==> config.mk <==
export PLATFORM = sky130hd
export DESIGN_NAME = product_drain
export DESIGN_NICKNAME = d
export VERILOG_FILES = /design/src/rtl/product_drain.sv
export SDC_FILE = /design/constraint.sdc
export NUM_CORES = 1
export LEC_CHECK = 0
export ABC_AREA = 1
export CORE_AREA = 5 5 112 114
export DETAILED_ROUTE_END_ITERATION = 7
export DIE_AREA = 0 0 117 119
export PLACE_DENSITY = 0.75
export SYNTH_ARGS = -nofsm -noshare
export SYNTH_HDL_FRONTEND = slang
export SYNTH_SLANG_ARGS = --single-unit
==> constraint.sdc <==
create_clock -name clk -period 3.4 [get_ports clk]
set_input_delay 0.68 -clock clk [delete_from_list [all_inputs] [get_ports clk]]
set_output_delay 0.68 -clock clk [all_outputs]
set_load 0.02 [all_outputs]
==> src/rtl/product_drain.sv <==
// Times one compute window from the rising edge of enable, snapshots the product
// array at the end of it, then drains the snapshot one element per valid/ready beat.
module product_drain #(
  parameter  int DIM_A          = 8,
  parameter  int DIM_C          = 1,
  parameter  int ACC_WIDTH      = 12,
  parameter  int COMPUTE_CYCLES = 16,
  localparam int N              = DIM_A * DIM_C,
  localparam int IDX_W          = (N > 1) ? $clog2(N) : 1
) (
  input  logic                                        clk,
  input  logic                                        rst_n,
  input  logic                                        enable,
  input  logic [DIM_C-1:0][DIM_A-1:0][ACC_WIDTH-1:0]  product,
  output logic [ACC_WIDTH-1:0]                        out_data,
  output logic [IDX_W-1:0]                            out_idx,
  output logic                                        out_last,
  output logic                                        out_valid,
  input  logic                                        out_ready,
  output logic                                        busy,
  output logic                                        overrun
);

  localparam int CNT_W = (COMPUTE_CYCLES > 1) ? $clog2(COMPUTE_CYCLES) : 1;

  typedef enum logic [1:0] {IDLE, WAIT, DRAIN} state_t;

  state_t                           state_q, state_d;
  logic   [CNT_W-1:0]               cnt_q, cnt_d;
  logic   [IDX_W-1:0]               ptr_q, ptr_d;
  logic                             enable_q;
  logic                             overrun_q, overrun_d;
  logic                             capture;
  logic                             start;
  // Element k = c*DIM_A + a sits at the same bit offset as product[c][a].
  logic   [N-1:0][ACC_WIDTH-1:0]    data_buf;

  assign start = enable && !enable_q;

  // NOTE: every variable assigned here gets a default first, so no latch can be inferred.
  always_comb begin
    state_d   = state_q;
    cnt_d     = cnt_q;
    ptr_d     = ptr_q;
    overrun_d = overrun_q;
    capture   = 1'b0;
    unique case (state_q)
      IDLE: begin
        if (start) begin
          state_d = WAIT;
          cnt_d   = '0;
        end
      end
      WAIT: begin
        if (!enable) begin
          state_d = IDLE;
        end else if (cnt_q == CNT_W'(COMPUTE_CYCLES - 1)) begin
          capture = 1'b1;
          ptr_d   = '0;
          state_d = DRAIN;
        end else begin
          cnt_d = cnt_q + CNT_W'(1);
        end
      end
      DRAIN: begin
        // A new window cannot start while the previous snapshot is still draining.
        if (start) overrun_d = 1'b1;
        if (out_ready) begin
          if (ptr_q == IDX_W'(N - 1)) state_d = IDLE;
          else                        ptr_d   = ptr_q + IDX_W'(1);
        end
      end
      default: state_d = IDLE;
    endcase
  end

  // NOTE: sequential state uses non-blocking assignments so all registers update together.
  always_ff @(posedge clk or negedge rst_n) begin
    if (!rst_n) begin
      state_q   <= IDLE;
      cnt_q     <= '0;
      ptr_q     <= '0;
      enable_q  <= 1'b0;
      overrun_q <= 1'b0;
      // NOTE: the snapshot buffer is reset so a reset mid-window leaves no stale data behind.
      data_buf  <= '0;
    end else begin
      state_q   <= state_d;
      cnt_q     <= cnt_d;
      ptr_q     <= ptr_d;
      enable_q  <= enable;
      overrun_q <= overrun_d;
      if (capture) data_buf <= product;
    end
  end

  // Outputs decode only from registered state, so out_ready never reaches out_valid.
  assign out_valid = (state_q == DRAIN);
  assign out_data  = out_valid ? data_buf[ptr_q] : '0;
  assign out_idx   = out_valid ? ptr_q : '0;
  assign out_last  = out_valid && (ptr_q == IDX_W'(N - 1));
  assign busy      = (state_q != IDLE);
  assign overrun   = overrun_q;

endmodule
======== Yosys cells after proc, flatten, opt, wreduce, memory -nomap -nowiden ========
Index checks and enable logic that the tools add are counted.
word-level totals
  register bits ........................... 107
  output and inout port bits .............. 19
  logic and storage cells ................. 61
cells by class
  $add $sub $neg .......................... 2
  magnitude comparators ................... 1
  equal/unequal tests ..................... 12
  muxes and demuxes ....................... 22
  reduce and logical (&&, ||, !) cells .... 11
operator list
  operator                                                               count
  12-bit binary-select mux with 3-bit select                             1
  12-bit 2-to-1 mux                                                      2
  3-bit 2-to-1 mux                                                       5
  4-bit 2-to-1 mux                                                       3
  2-bit 2-to-1 mux                                                       5
  2-bit != test (second input constant)                                  5
  4-bit case mux with 2 select lines                                     1
  4-bit AND reduction                                                    2
  2-bit case mux with 3 select lines                                     1
  3-bit case mux with 2 select lines                                     1
  2-bit nonzero test                                                     3
  5-bit AND reduction                                                    1
  4-bit by 1-bit adder with 4-bit output (second input constant)         1
  4-bit == test (second input constant)                                  1
  3-bit by 4-bit < comparator with 1-bit output (second input constant)  1
  2-bit by 1-bit != test with 1-bit output (second input constant)       2
  3-bit by 1-bit adder with 3-bit output (second input constant)         1
  3-bit == test (second input constant)                                  1
  1-bit 2-to-1 mux                                                       3
  3-bit != test (second input constant)                                  1
  2-bit by 1-bit == test with 1-bit output (second input constant)       1
  2-bit == test (second input constant)                                  1
  1-bit logical AND                                                      2
  2-bit logical NOT                                                      1
  other kinds (2)                                                        2

======== Depth between registers and ports, before layout ========
  depth in word-level cells ............... 4
  mapped depth ............................ 9
  mapped depth without buffers ............ 6

======== Least setup slack after synthesis ========
No wires, ideal clock.
  path type ............................... flip-flop to output port
  start ................................... reg state_q[0]
  end ..................................... out out_data[0]
  arrival ................................. 1253 ps
  required time ........................... 2720 ps
  path slack .............................. 1467 ps
  cell stages (with the launch flop) ...... 7
  buffers on the path ..................... 1
  cells stage by stage .................... dfrtp_1 > inv_1 > nand2_2 > nor2_1 > buf_4 > nand2_1 > nand2_1
between the ends
  longest elaborated chain between the ends .. 2
RTL lines
  what                      RTL line  source
  start: declaration        28        state_t state_q, state_d;
  start signal: assignment  88        state_q <= state_d;
  2-bit == test             98        assign out_valid = (state_q == DRAIN);
  12-bit 2-to-1 mux         99        assign out_data = out_valid ? data_buf[ptr_q] : '0;
  end: declaration          15        output logic [ACC_WIDTH-1:0] out_data,
Every way passes these cells.

======== Worst setup path in the final report ========
  start ................................... reg ptr_q[0]
  end ..................................... out out_last
between the ends
  longest elaborated chain between the ends .. 2
RTL lines
  what                      RTL line  source
  start: declaration        30        logic [IDX_W-1:0] ptr_q, ptr_d;
  start signal: assignment  90        ptr_q <= ptr_d;
  3-bit == test             101       assign out_last = out_valid && (ptr_q == IDX_W'(N - 1));
  1-bit logical AND         101
  end: declaration          17        output logic out_last,
Every way passes these cells.

==> results.md <==
Status:
- The run finished with clean final reports.

Yosys:
- dfrtp_1 takes more of the synthesized area than any other cell.
- The netlist uses 22 different library cells.
- Counting every net in the synthesized netlist gives just over 800.
- The synthesized design contains ~110 register bits.
- The share of the synthesized area in the top cell type is 0.508.
- The synthesized cell area is ~5300 um2.
- The synthesized instance count is between 700 and 800.
- The fraction of the yosys area taken by sequential cells is 0.508.
- The number of synthesis warnings is 0.
- By area the synthesized netlist is led by dfrtp_1 51%, nand2_1 19%, o21ai_1 9.1%.
- The average cell area after synthesis is approximately 7.5 um2.

Route:
- The number of antenna-violating nets in the routed design is 0.
- The routed wire length is 13.9 mm.
- The number of detailed-routing iterations run before antenna repair is 5.
- The iteration-0 DRC count of the detailed router is ~300.
- Dividing the detail-routed via count by the number of cells gives roughly 5.
- The DRC violation count after routing is 0.
- The total number of vias is 4755.
- The wire length per cell after detailed routing is ~15 um.

Setup path:
- The delay of the slowest critical-path stage is 0.60 ns.
- The slowest stage cell on the critical path is clkdlybuf4s50_1.
- Along the worst path, the maximum fanout reaches between 50 and 60.
- By instance count, the cell type seen most on the critical path is ha_1.
- At the worst endpoint, the required time is ~2.7 ns.
- For the worst setup path, the data arrival time is roughly 2.5 ns.
- The critical path goes through buf_4 -> ha_1 -> ha_1 -> nand3_1 -> inv_1 -> clkdlybuf4s50_1.
- STA classifies the critical path endpoint as a primary output.
- The slack of the worst reg-to-reg path is ~1.5 ns.
- The worst setup path is of the reg -> out kind.
- STA classifies the critical path startpoint as a register.

Placement:
- The number of placed instances with taps included is between 900 and 1000.
- Before CTS, the worst setup slack after placement is between 0.6 and 0.7 ns.
- The congestion estimate from routability-driven global placement came to about 0.87.
- The placed wire-length estimate after detailed placement is 9.99 mm.
- Port buffering added between 100 and 150 buffers.

Clocking:
- The total CTS buffers is 9.
- Counting along the longest clock path gives a buffer depth of 2.
- For this design, the CTS-stage hold fixing added 0 buffers.
- Gates resized during post-CTS repair numbered 0.
- Clock-pin slew was measured on the worst setup and hold paths at roughly 0.070 ns.
- TritonCTS built the clock tree.
- The root buffer cell chosen for the clock tree is clkbuf_16.
- The number of setup buffers added after CTS is 0.
- The clock tree synthesis step divided the H-tree into 3 levels.
- The total clock sinks is around 110.
- Clock latency on the worst-skew pair, taken at its later pin, is roughly 0.34 ns.

STA:
- The final hold slack is between 0.4 and 0.5 ns.
- Setup violations remaining at the end of the flow were counted as 0.
- In the finished design, the share of the clock period the worst path needs comes to 0.925.
- The actual slew at the worst max-slew pin is roughly 0.84 ns.
- Measured against its own limit, the worst slew margin works out to 0.443.
- Setup repair after global routing left no endpoint under its margin.
- The highest clock frequency the design can meet is around 0.32 GHz.
- The number of hold violations in the final report is 0.
- Subtracting the final worst setup slack from the clock period gives 3.15 ns.
- The final setup skew is ~0.0050 ns.
- The final count of pins violating max slew is 0.
- The summed negative setup slack over all endpoints is 0 ns.
- Setup slack closes at around 0.25 ns.

Pwr:
- IR analysis of the VDD net gives a maximum drop of 0.252 mV.
- In this run the static leakage power is 3.21 nW.
- In this run the power density over the cells is 396 nW/um2.

Global route:
- The first global-routing pass estimated 23.3 mm of wire.
- For this run, the total global-route usage over all layers was measured as 0.209.
- The via count of the first global-routing pass is between 4000 and 5000.
- The remaining global-route overflow is 0.
- Entering global routing, the biggest net connects 149 pins.
- The initial antenna violation count is 0.

Floorplanning:
- The total area inside the core boundary comes to ~11000 um2.
- The row count is 39.
- The number of top-level pins is approximately 120.
- The initial utilization of the core area, before any placement, comes to 0.465.
- The floorplan step defined a die boundary enclosing between 10000 and 15000 um2.
- The horizontal extent of the die is between 100 and 150 um.
- The vertical die dimension is 119 um.

Layout:
- The number of antenna diodes in the final layout is 0.
- The library cell used most frequently in the layout, excluding fill and tap cells, is nand2_1.
- The number of nets in the finished design is between 900 and 1000.
- The non-filler instance count after layout is between 900 and 1000.
- Compared with the post-synthesis result, the final layout area differs by 29.1%.
- In the final layout, the share of cells above drive strength 1 is 0.0395.
- In the layout the commonest cells are 271 x nand2_1, 117 x clkdlybuf4s50_1, 108 x inv_1.

Run:
- Across the run, the number of max-cap violations was 0.

Hold path:
- The tightest min-delay check is of the in -> async type.
## worst paths after layout
kind	start	cells past startpoint	to
max	ptr_q[0]$_DFFE_PN0P_	6	out_last
min	rst_n	1	data_buf[10]$_DFFE_PN0P_
max reg2reg	ptr_q[0]$_DFFE_PN0P_	7	ptr_q[0]$_DFFE_PN0P_
min reg2reg	overrun$_DFFE_PN0P_	1	overrun$_DFFE_PN0P_
max in group asynchronous	rst_n	2	data_buf[5]$_DFFE_PN0P_
min in group clk	overrun$_DFFE_PN0P_	1	overrun$_DFFE_PN0P_
## per-stage QoR
stage / cell area (um2) / utilization / power, mW
2_1_floorplan: 5270 / - / 1.42
3_3_place_gp: 6480 / 0.573 / 1.59
3_5_place_dp: 6480 / 0.573 / 1.60
4_1_cts: 6800 / 0.601 / 2.70
5_1_grt: 6800 / 0.601 / 2.78
6_report: 6800 / 0.601 / 2.69
## synth_stat cells
cell type	instances
buf_6	3
a21o_1	1
nand2_2	1
o22ai_1	1
nand3_2	2
dfrtp_1	107
a21oi_1	1
o21ai_0	1
inv_1	108
o21ai_1	96
buf_4	10
nand4_1	3
nor2_4	1
clkbuf_1	12
nand2_1	271
ha_1	3
nor2_1	10
buf_1	1
buf_2	13
inv_2	3
nand3_1	58
xnor2_1	1
## metal layers
| metal | up-vias | GRT usage | wire, um | part of all wire |
|---|---|---|---|---|
| met5 | - | 0 | 0 | 0 |
| li1 | 2356 | - | - | - |
| met3 | 26 | 0.0543 | 1070 | 0.077 |
| met1 | 2207 | 0.282 | 6040 | 0.43 |
| met2 | 166 | 0.330 | 6520 | 0.47 |
| met4 | 0 | 0.0631 | 312 | 0.022 |
## report_power, final
| part | internal [mW] | switching, mW |
|---|---|---|
| logic | 0.141 | 0.133 |
| clock network | 0.659 | 0.453 |
| registers | 1.29 | 0.0175 |
## layout make-up
class	count	area, um2
Clock buffer	10	239
Clock inverter	5	77.6
Fill cell	1038	4520
Inverter	111	417
Multi-Input combinational cell	450	1950
Sequential cell	107	2680
Tap cell	143	179
Timing Repair Buffer	127	1260
## flip-flops by register name, summed over array words and instances (netlist names)
register / cells
ptr_q: 3
state_q: 2
cnt_q: 4
overrun: 1
data_buf: 96
enable_q: 1
## logic make-up after synthesis
group           share of synthesized area
compound gates                     0.0957
flops                               0.508
fa+ha+maj                         0.00712
buf+inv                             0.121
simple gates                        0.266
xor+xnor                          0.00166
## critical path, delay by kind of cell, from the launching register on
family / cells / cell delay (ns)
simple gates: 1 / 0.18
buf+inv: 3 / 1.15
fa+ha+maj: 2 / 0.42
flops: 1 / 0.36
No activity file was read; power rests on OpenSTA's default activity.
